### config.mk
export PLATFORM = sky130hd
export DESIGN_NAME = line_req_arbiter_flat
export DESIGN_NICKNAME = d
export VERILOG_FILES = /design/src/rtl/cache_axi_pkg.sv /design/src/rtl/line_req_arbiter_if.sv /design/src/rtl/line_req_arbiter.sv /design/src/flat_wrapper.sv
export SDC_FILE = /design/constraint.sdc
export NUM_CORES = 1
export LEC_CHECK = 0
export ABC_AREA = 1
export CAP_MARGIN = 20
export CORE_AREA = 2 2 637 639
export CTS_CLUSTER_DIAMETER = 50
export DETAILED_ROUTE_END_ITERATION = 16
export DIE_AREA = 0 0 639 641
export DONT_BUFFER_PORTS = 1
export SYNTH_ARGS = -nofsm -noshare
export SYNTH_HDL_FRONTEND = slang
export SYNTH_SLANG_ARGS = --single-unit
### constraint.sdc
create_clock -name aclk -period 1.9 [get_ports aclk]
set_input_delay 0.285 -clock aclk [delete_from_list [all_inputs] [get_ports aclk]]
set_output_delay 0.285 -clock aclk [all_outputs]
set_load 0.02 [all_outputs]
### src/rtl/cache_axi_pkg.sv
// Shared definitions for the cache-line request path: line geometry,
// the line data type and the arbiter state encoding.
package cache_axi_pkg;

  localparam int LINE_ADDR_LEN = 3;
  localparam int LINE_WORDS    = 1 << LINE_ADDR_LEN;

  typedef logic [LINE_WORDS-1:0][31:0] line_t;

  typedef enum logic [1:0] {
    IDLE  = 2'd0,
    OWN_I = 2'd1,
    OWN_D = 2'd2
  } arb_state_t;

endpackage

### src/rtl/line_req_arbiter_if.sv
// Line-request port: a requester (master) presents address, read/write request
// and write line; the responder (slave) returns a completion pulse and read line.
interface line_req_if #(
  parameter int LINE_ADDR_LEN = cache_axi_pkg::LINE_ADDR_LEN
);

  logic [31:0]                             addr;
  logic                                    rd_req;
  logic                                    wr_req;
  logic [(1 << LINE_ADDR_LEN)-1:0][31:0]   wr_line;
  logic                                    gnt;
  logic [(1 << LINE_ADDR_LEN)-1:0][31:0]   rd_line;

  modport master (
    output addr, rd_req, wr_req, wr_line,
    input  gnt, rd_line
  );

  modport slave (
    input  addr, rd_req, wr_req, wr_line,
    output gnt, rd_line
  );

endinterface

### src/rtl/line_req_arbiter.sv
// Round-robin arbiter merging the icache refill port and the dcache port onto
// the single line-request interface of the AXI burst adapter.
module line_req_arbiter #(
  parameter int LINE_ADDR_LEN = cache_axi_pkg::LINE_ADDR_LEN
) (
  input  logic       aclk,
  input  logic       areset,
  line_req_if.slave  i_port,
  line_req_if.slave  d_port,
  line_req_if.master m_port
);

  import cache_axi_pkg::*;

  arb_state_t state_q, state_d;
  logic       last_d_q, last_d_d;
  logic       req_i_s, req_d_s;

  assign req_i_s = i_port.rd_req;
  assign req_d_s = d_port.rd_req | d_port.wr_req;

  assign i_port.rd_line = m_port.rd_line;
  assign d_port.rd_line = m_port.rd_line;

  // Ownership and fairness registers.
  always_ff @(posedge aclk or posedge areset) begin
    if (areset) begin
      state_q  <= IDLE;
      last_d_q <= 1'b0;
    end else begin
      state_q  <= state_d;
      last_d_q <= last_d_d;
    end
  end

  // Arbitration and the owner-selected output mux; IDLE forwards nothing.
  always_comb begin
    state_d        = state_q;
    last_d_d       = last_d_q;
    m_port.addr    = 32'h0000_0000;
    m_port.rd_req  = 1'b0;
    m_port.wr_req  = 1'b0;
    m_port.wr_line = '0;
    i_port.gnt     = 1'b0;
    d_port.gnt     = 1'b0;
    case (state_q)
      IDLE: begin
        if (req_d_s && (!req_i_s || !last_d_q)) begin
          state_d = OWN_D;
        end else if (req_i_s) begin
          state_d = OWN_I;
        end else begin
          state_d = IDLE;
        end
      end
      OWN_I: begin
        m_port.addr   = i_port.addr;
        m_port.rd_req = i_port.rd_req;
        i_port.gnt    = m_port.gnt;
        // Lock holds until completion even if the owner drops its request.
        if (m_port.gnt) begin
          state_d  = IDLE;
          last_d_d = 1'b0;
        end else begin
          state_d  = OWN_I;
        end
      end
      OWN_D: begin
        m_port.addr    = d_port.addr;
        m_port.rd_req  = d_port.rd_req;
        m_port.wr_req  = d_port.wr_req;
        m_port.wr_line = d_port.wr_line;
        d_port.gnt     = m_port.gnt;
        if (m_port.gnt) begin
          state_d  = IDLE;
          last_d_d = 1'b1;
        end else begin
          state_d  = OWN_D;
        end
      end
      default: begin
        state_d  = IDLE;
        last_d_d = 1'b0;
      end
    endcase
  end

endmodule
### src/flat_wrapper.sv
// flat-port wrapper written by rule: the top's interface ports become plain ports
module line_req_arbiter_flat import cache_axi_pkg::*;
#(
  parameter int LINE_ADDR_LEN = cache_axi_pkg::LINE_ADDR_LEN
)
  (aclk, areset, i_port_addr, i_port_rd_req, i_port_wr_req, i_port_wr_line, i_port_gnt, i_port_rd_line, d_port_addr, d_port_rd_req, d_port_wr_req, d_port_wr_line, d_port_gnt, d_port_rd_line, m_port_addr, m_port_rd_req, m_port_wr_req, m_port_wr_line, m_port_gnt, m_port_rd_line);
  line_req_if #(.LINE_ADDR_LEN(LINE_ADDR_LEN)) i_port_i ();
  line_req_if #(.LINE_ADDR_LEN(LINE_ADDR_LEN)) d_port_i ();
  line_req_if #(.LINE_ADDR_LEN(LINE_ADDR_LEN)) m_port_i ();
  input  logic aclk;
  input  logic areset;
  input wire logic [$bits(i_port_i.addr)-1:0] i_port_addr;
  input wire logic [$bits(i_port_i.rd_req)-1:0] i_port_rd_req;
  input wire logic [$bits(i_port_i.wr_req)-1:0] i_port_wr_req;
  input wire logic [$bits(i_port_i.wr_line)-1:0] i_port_wr_line;
  output wire logic [$bits(i_port_i.gnt)-1:0] i_port_gnt;
  output wire logic [$bits(i_port_i.rd_line)-1:0] i_port_rd_line;
  input wire logic [$bits(d_port_i.addr)-1:0] d_port_addr;
  input wire logic [$bits(d_port_i.rd_req)-1:0] d_port_rd_req;
  input wire logic [$bits(d_port_i.wr_req)-1:0] d_port_wr_req;
  input wire logic [$bits(d_port_i.wr_line)-1:0] d_port_wr_line;
  output wire logic [$bits(d_port_i.gnt)-1:0] d_port_gnt;
  output wire logic [$bits(d_port_i.rd_line)-1:0] d_port_rd_line;
  output wire logic [$bits(m_port_i.addr)-1:0] m_port_addr;
  output wire logic [$bits(m_port_i.rd_req)-1:0] m_port_rd_req;
  output wire logic [$bits(m_port_i.wr_req)-1:0] m_port_wr_req;
  output wire logic [$bits(m_port_i.wr_line)-1:0] m_port_wr_line;
  input wire logic [$bits(m_port_i.gnt)-1:0] m_port_gnt;
  input wire logic [$bits(m_port_i.rd_line)-1:0] m_port_rd_line;
  assign i_port_i.addr = i_port_addr;
  assign i_port_i.rd_req = i_port_rd_req;
  assign i_port_i.wr_req = i_port_wr_req;
  assign i_port_i.wr_line = i_port_wr_line;
  assign i_port_gnt = i_port_i.gnt;
  assign i_port_rd_line = i_port_i.rd_line;
  assign d_port_i.addr = d_port_addr;
  assign d_port_i.rd_req = d_port_rd_req;
  assign d_port_i.wr_req = d_port_wr_req;
  assign d_port_i.wr_line = d_port_wr_line;
  assign d_port_gnt = d_port_i.gnt;
  assign d_port_rd_line = d_port_i.rd_line;
  assign m_port_addr = m_port_i.addr;
  assign m_port_rd_req = m_port_i.rd_req;
  assign m_port_wr_req = m_port_i.wr_req;
  assign m_port_wr_line = m_port_i.wr_line;
  assign m_port_i.gnt = m_port_gnt;
  assign m_port_i.rd_line = m_port_rd_line;
  line_req_arbiter #(.LINE_ADDR_LEN(LINE_ADDR_LEN)) u_core (.aclk(aclk), .areset(areset), .i_port(i_port_i), .d_port(d_port_i), .m_port(m_port_i));
endmodule
==> results of run 1 <==
==> critical path: stages (launching register included) <==
cell,delay [ns]
dfrtp_1,0.40
inv_2,0.09
ha_4,0.19
buf_12,0.19
buf_12,0.19
buf_12,0.12
nand2_8,0.08
a21oi_4,0.15
buf_6,0.13
==> sequential cells by signal (all words and copies together), names as in the netlist <==
register,flops
u_core.state_q,2
u_core.last_d_q,1
==> power by group through the flow <==
stage	logic (mW)	clock network, mW	registers (mW)
6_report	26.3	0.346	0.114
5_1_grt	27.5	0.353	0.116
4_1_cts	25.1	0.349	0.113
3_5_place_dp	21.0	0	0.112
3_3_place_gp	21.0	0	0.111
2_1_floorplan	6.60	0	0.102
==> metal layers <==
layer	track usage	wire [um]	share of wire
met5	0.0113	945	0.0028
met4	0.0295	7260	0.022
met3	0.249	113000	0.34
met2	0.266	159000	0.48
met1	0.0708	53700	0.16
==> logic make-up after synthesis <==
| group | count (synthesis) | synth area share |
|---|---|---|
| compound gates | 37 | 0.0280 |
| flops | 3 | 0.0114 |
| fa+ha+maj | 4 | 0.00758 |
| buf+inv | 818 | 0.763 |
| simple gates | 334 | 0.190 |
==> final cells by class <==
cell class                 count  area share
timing repair buffer         355       0.391
tap                         5287       0.376
multi-input combinational    375       0.153
inverter                     267      0.0633
antenna                       52     0.00740
clock buffer                   4     0.00448
sequential                     3     0.00427
==> through the flow <==
step                        util  instances  setup TNS [ns]  hold WS, ns
after floorplan                -       1196               0       0.0386
after global placement    0.0371       6229           -1.52       0.0586
after detailed placement  0.0371       6229           -1.82       0.0676
after CTS                 0.0412       6277          -27.68        0.264
after global routing      0.0437       6339          -38.63        0.268
final                     0.0437       6343          -24.54        0.262
==> cells in the final DEF, fill, tap and decap left out <==
master and instances:
nand2_8 15, inv_4 39, o21ai_0 2, buf_4 20
nand3_1 1, nand2_1 193, inv_2 186, inv_12 1
buf_16 15, ha_4 3, a21oi_1 3, nand2_2 54
buf_12 289, a21oi_4 18, dlygate4sd3_1 1, diode_2 52
bufbuf_16 1, buf_8 6, dfrtp_1 3, ha_1 1
clkbuf_16 13, nand2_4 71, buf_6 13, inv_1 41
a21oi_2 14, clkbuf_1 1
==> worst paths after layout <==
kind                                          end  slack, ns  depth (start not counted)
worst min register to register    u_core.last_d_q       0.50                          2
worst max-delay path              m_port_addr[10]      -0.19                          8
min in group asynchronous         u_core.last_d_q       0.56                          2
max in group asynchronous       u_core.state_q[0]       1.19                          2
worst max register to register    u_core.last_d_q       0.29                          9
worst min-delay path              u_core.last_d_q       0.26                          2
==> repair_timing <==
action	in CTS	in global routing
pin swaps	16	29
gates cloned	19	14
hold buffers	1	0
gates resized for setup	308	300
buffers inserted	24	7
endpoints found under the hold margin	3	0
setup endpoints to repair	279	284
==> flow_metrics.env, run 1 <==
export IMPL_seq_power_share=0.004
export IMPL_clock_path_buffers=2
export IMPL_syn_area_per_cell_um2=5.52
export IMPL_status="finished with violations"
export IMPL_setup_slack_placement_ns=-0.233
export IMPL_final_max_slew_viols=0
export IMPL_violations_in_the_final_reports="setup timing"
export IMPL_die_area_mm2=0.410
export IMPL_std_cell_rows=233
export IMPL_synth_common_cells="buf_4 (512), nand2_1 (333), inv_1 (267)"
export IMPL_clkPwrFrac=0.013
export IMPL_antenna_violations_before_repair=165
export IMPL_switching_share_of_total_power=0.585
export IMPL_chipHeight_um=641
export IMPL_tightest_slew_ns=0.315
export IMPL_detail_route_antenna_nets=0
export IMPL_fin_crit_ns=2.09
export IMPL_crit_path_end_kind="output pin"
export IMPL_worstSkewPairLatency_ns=0.23
export IMPL_finalSetupViolCount=274
export IMPL_synth_main_ff_cell="dfrtp_1"
export IMPL_wire_per_inst_um=52.6
export IMPL_library_cell_with_the_highest_instance_count_after_synthesis="buf_4"
export IMPL_total_drc_errors_in_the_routed_layout=0
export IMPL_avgViaCountPerCell=1.25
export IMPL_fmax_achieved_mhz=478
export IMPL_ctsHtreeMaxLevel=1
export IMPL_ioPinCount=1643
export IMPL_multi_input_area_mm2=0.00270
export IMPL_critical_path_reg2reg_startpoint="u_core.state_q[0]"
export IMPL_synth_seq_cells=3
export IMPL_yosysSeqAreaShare=0.0114
export IMPL_design_power_total_mw=26.7
export IMPL_cts_inserted_buffers=3
export IMPL_clock_skew_ns=0.00203
export IMPL_global_route_usage_total=0.156
export IMPL_cts_clk_slew_worst_paths_ns=0.03
export IMPL_first_global_vias=7259
export IMPL_timing_critical_path_required_ns=1.62
export IMPL_vdd_ir_drop_worst_mv=0.779
export IMPL_synth_area_mm2=0.00660
export IMPL_synth_async_reset_ratio=1.00
export IMPL_first_iter_violations=409
export IMPL_synthCells=1196
export IMPL_first_pass_grt_wire_length_mm=349
export IMPL_io_buffer_count=0
export IMPL_period_share=1.10
export IMPL_finalHoldViolCount=0
export IMPL_drt_wl_total_mm=334
export IMPL_worst_endpoint_arrival_ns=1.81
export IMPL_synthDominantCellAreaShare=0.582
export IMPL_grt_start_max_net_pins=43
export IMPL_die_w_um=639
export IMPL_rsz0062_at_grt="true"
export IMPL_num_vias=7958
export IMPL_power_leakage_nw=6.04
export IMPL_final_fill_count=47418
export IMPL_timing_hold_worst_class="input port to flop"
export IMPL_clock_tree_from_tritoncts="built"
export IMPL_maximum_capacitance_violations=0
export IMPL_globalRoute_totalOverflow=0
export IMPL_cell_internal_pwr_mw=11.1
export IMPL_placed_area_mm2=0.0149
export IMPL_power_density_mw_per_mm2=1520
export IMPL_setup_worst_path_start_class="flop"
export IMPL_cts_num_sinks=3
export IMPL_gp_routability_congestion=0.940
export IMPL_netlist_top_cell_by_area="buf_4"
export IMPL_core_area_mm2=0.402
export IMPL_clock_tree_root="clkbuf_16"
export IMPL_critical_path_max_fanout=8
export IMPL_worst_setup_path_category="flop to output pin"
export IMPL_post_route_worst_setup_slack_ns=-0.194
export IMPL_synth_enable_flop_cells=0
export IMPL_design_final_nets=1848
export IMPL_regArea_um2=75.1
export IMPL_max_slew_margin_rel=0.789
export IMPL_dp_hpwl_mm=318
export IMPL_starting_utilization_of_the_core_area=0.0164
export IMPL_comb_power_share=0.983
export IMPL_drive_above_1_share=0.755
export IMPL_synth_warning_count=0
export IMPL_area_contributors_post_synth="buf_4 (58%), nand2_1 (19%), inv_1 (15%), buf_2 (2.7%), a21oi_1 (2.7%)"
export IMPL_number_of_nets_produced_by_synthesis=2039
export IMPL_firstDrtPassIters=5
export IMPL_crit_path_start="u_core.state_q[0]"
export IMPL_min_delay_start="m_port_gnt"
export IMPL_cell_area_after_layout_mm2=0.0176
export IMPL_area_growth_synth_to_final_pct=166
export IMPL_p_switching_mw=15.6
export IMPL_ys_types=10
Note: power is estimated with default switching activity, not from simulation.
==> run 2: changes to the inputs <==
GPL_TIMING_DRIVEN = 0   (was default)
RECOVER_POWER = 25   (was default)
==> run 2 against run 1 <==
Effect of this change: the run still ends with setup timing left; hold slack worse by 0.022 ns; die area did not move; utilization is 0.26 points lower; flip-flop and latch count stayed put; global-route usage decreased by 0.20 points; maximum frequency shrank 9.5%; via count is 19% higher; critical path type unchanged; largest cell class is now tap cells.
==> flow_metrics.env, run 2 (synthesized netlist as in run 1, its figures left out) <==
export IMPL_largest_register_ff_count=2
export IMPL_firstDrtPassIters=8
export IMPL_final_fill_count=47723
export IMPL_finalNonFillerCells=6657
export IMPL_drive_above_1_share=0.734
export IMPL_grt_start_max_net_pins=11
export IMPL_total_drc_errors_in_the_routed_layout=0
export IMPL_critical_path_slowest_cell="clkinvlp_4"
export IMPL_vdd_ir_drop_worst_mv=0.692
export IMPL_maximum_capacitance_violations=0
export IMPL_dp_hpwl_mm=321
export IMPL_final_max_slew_viols=0
export IMPL_gp_routability_congestion=1.17
export IMPL_worstPathCellList="buf_6 > ha_4 > buf_12 > buf_12 > buf_4 > nand2_4 > clkinvlp_4"
export IMPL_chipHeight_um=641
export IMPL_antenna_violations_before_repair=259
export IMPL_reg_largest_list="u_core.state_q (2), u_core.last_d_q (1)"
export IMPL_power_density_mw_per_mm2=1310
export IMPL_wire_per_inst_um=49.5
export IMPL_clock_tree_from_tritoncts="built"
export IMPL_area_growth_synth_to_final_pct=151
export IMPL_io_buffer_count=0
export IMPL_clock_skew_ns=0.00294
export IMPL_crit_path_end_kind="output pin"
export IMPL_power_leakage_nw=4.35
export IMPL_first_pass_grt_wire_length_mm=345
export IMPL_detail_route_antenna_nets=0
export IMPL_cts_num_sinks=3
export IMPL_core_area_mm2=0.402
export IMPL_period_share=1.22
export IMPL_finalHoldWorstSlack_ns=0.240
export IMPL_drt_wl_total_mm=330
export IMPL_mostFrequentLayoutCell="buf_4"
export IMPL_first_iter_violations=601
export IMPL_ioPinCount=1643
export IMPL_global_route_usage_total=0.154
export IMPL_timing_hold_worst_class="input port to flop"
export IMPL_starting_utilization_of_the_core_area=0.0164
export IMPL_tightest_slew_ns=0.678
export IMPL_crit_top_cell="buf_12"
export IMPL_post_route_worst_setup_slack_ns=-0.414
export IMPL_critical_path_max_stage_delay_ns=0.45
export IMPL_first_global_vias=8191
export IMPL_placed_cells_incl_taps=6490
export IMPL_finalHoldViolCount=0
export IMPL_worst_setup_path_category="flop to output pin"
export IMPL_ctsHtreeMaxLevel=1
export IMPL_fmax_achieved_mhz=432
export IMPL_die_w_um=639
export IMPL_clock_path_buffers=2
export IMPL_globalRoute_totalOverflow=0
export IMPL_design_final_nets=2097
export IMPL_mostFrequentLayoutCells="buf_4 (402), clkinvlp_4 (200), nand2_1 (165)"
export IMPL_setup_worst_path_start_class="flop"
export IMPL_violations_in_the_final_reports="setup timing"
export IMPL_multi_input_area_mm2=0.00291
export IMPL_critical_path_max_fanout=8
export IMPL_cell_area_after_layout_mm2=0.0165
export IMPL_regArea_um2=75.1
export IMPL_cts_clk_slew_worst_paths_ns=0.03
export IMPL_status="finished with violations"
export IMPL_cts_inserted_buffers=3
export IMPL_tns_ns=-67.81
export IMPL_avgViaCountPerCell=1.42
export IMPL_max_slew_margin_rel=0.547
export IMPL_clock_tree_root="clkbuf_16"
export IMPL_placed_area_mm2=0.0134
export IMPL_worst_endpoint_arrival_ns=2.03
export IMPL_fin_crit_ns=2.31
export IMPL_top_register="u_core.state_q"
export IMPL_timing_critical_path_required_ns=1.62
export IMPL_finalSetupViolCount=291
export IMPL_path_delay_family="buffers and inverters"
export IMPL_worstSkewPairLatency_ns=0.23
export IMPL_std_cell_rows=233
export IMPL_num_vias=9439
export IMPL_cp_bufs_invs=5
export IMPL_die_area_mm2=0.410
export IMPL_rsz0062_at_grt="true"
[run 2: cell count changes in the layout (fill, tap and decap cells not counted), moves of 32 or more]
cell	before	now
buf_12	289	28
buf_4	20	402
clkbuf_1	1	130
clkinvlp_4	0	200
diode_2	52	117
inv_2	186	10
nand2_2	54	86
[run 2: stage by stage]
step | total power, mW | setup slack [ns] | util
3_5_place_dp | 16.0 | -1.23 | 0.0334
4_1_cts | 20.3 | -0.364 | 0.0392
5_1_grt | 22.5 | -0.401 | 0.0410
6_report | 21.6 | -0.414 | 0.0412
3_3_place_gp | 15.6 | -1.72 | 0.0329
2_1_floorplan | 6.70 | 0.237 | -
[run 2: worst paths after layout]
check	end	from	slack (ns)	cells after the start
max in group asynchronous	u_core.state_q[1]	areset	1.19	2
min in group asynchronous	u_core.state_q[0]	areset	0.54	2
max reg2reg	u_core.state_q[1]	u_core.state_q[1]	0.34	8
min reg2reg	u_core.last_d_q	u_core.last_d_q	0.50	2
min	u_core.last_d_q	m_port_gnt	0.24	2
max	m_port_wr_line[2]	u_core.state_q[1]	-0.41	7
[run 2: timing repair]
item / CTS / global route
pin swaps: 28 / 26
hold buffers: 1 / 0
resized for setup: 494 / 271
endpoints found under the setup margin: 293 / 291
endpoints found under the hold margin: 3 / 0
buffers inserted: 21 / 19
gates cloned: 5 / 4
[run 2: final cells by class]
| cell class | instances | area share |
|---|---|---|
| tap | 5287 | 0.400 |
| inverter | 267 | 0.112 |
| sequential | 3 | 0.00454 |
| multi-input combinational | 375 | 0.176 |
| timing repair buffer | 55 | 0.0498 |
| clock buffer | 4 | 0.00476 |
| antenna | 117 | 0.0177 |
| buffer | 549 | 0.236 |
[run 2: per-layer routing]
metal / global-route usage / share of wire / vias to the layer above / wire, um
met3: 0.146 / 0.20 / 486 / 65300
li1: - / - / 3108 / -
met2: 0.253 / 0.46 / 1370 / 152000
met5: 0.0129 / 0.0036 / - / 1190
met4: 0.0490 / 0.037 / 88 / 12100
met1: 0.131 / 0.30 / 4387 / 98900
[run 2: report_power, final]
| part | internal [mW] | switching, mW |
|---|---|---|
| Clock | 0.277 | 0.0612 |
| Sequential | 0.0884 | 0.0218 |
| Combinational | 4.99 | 16.2 |
| Total | 5.35 | 16.3 |
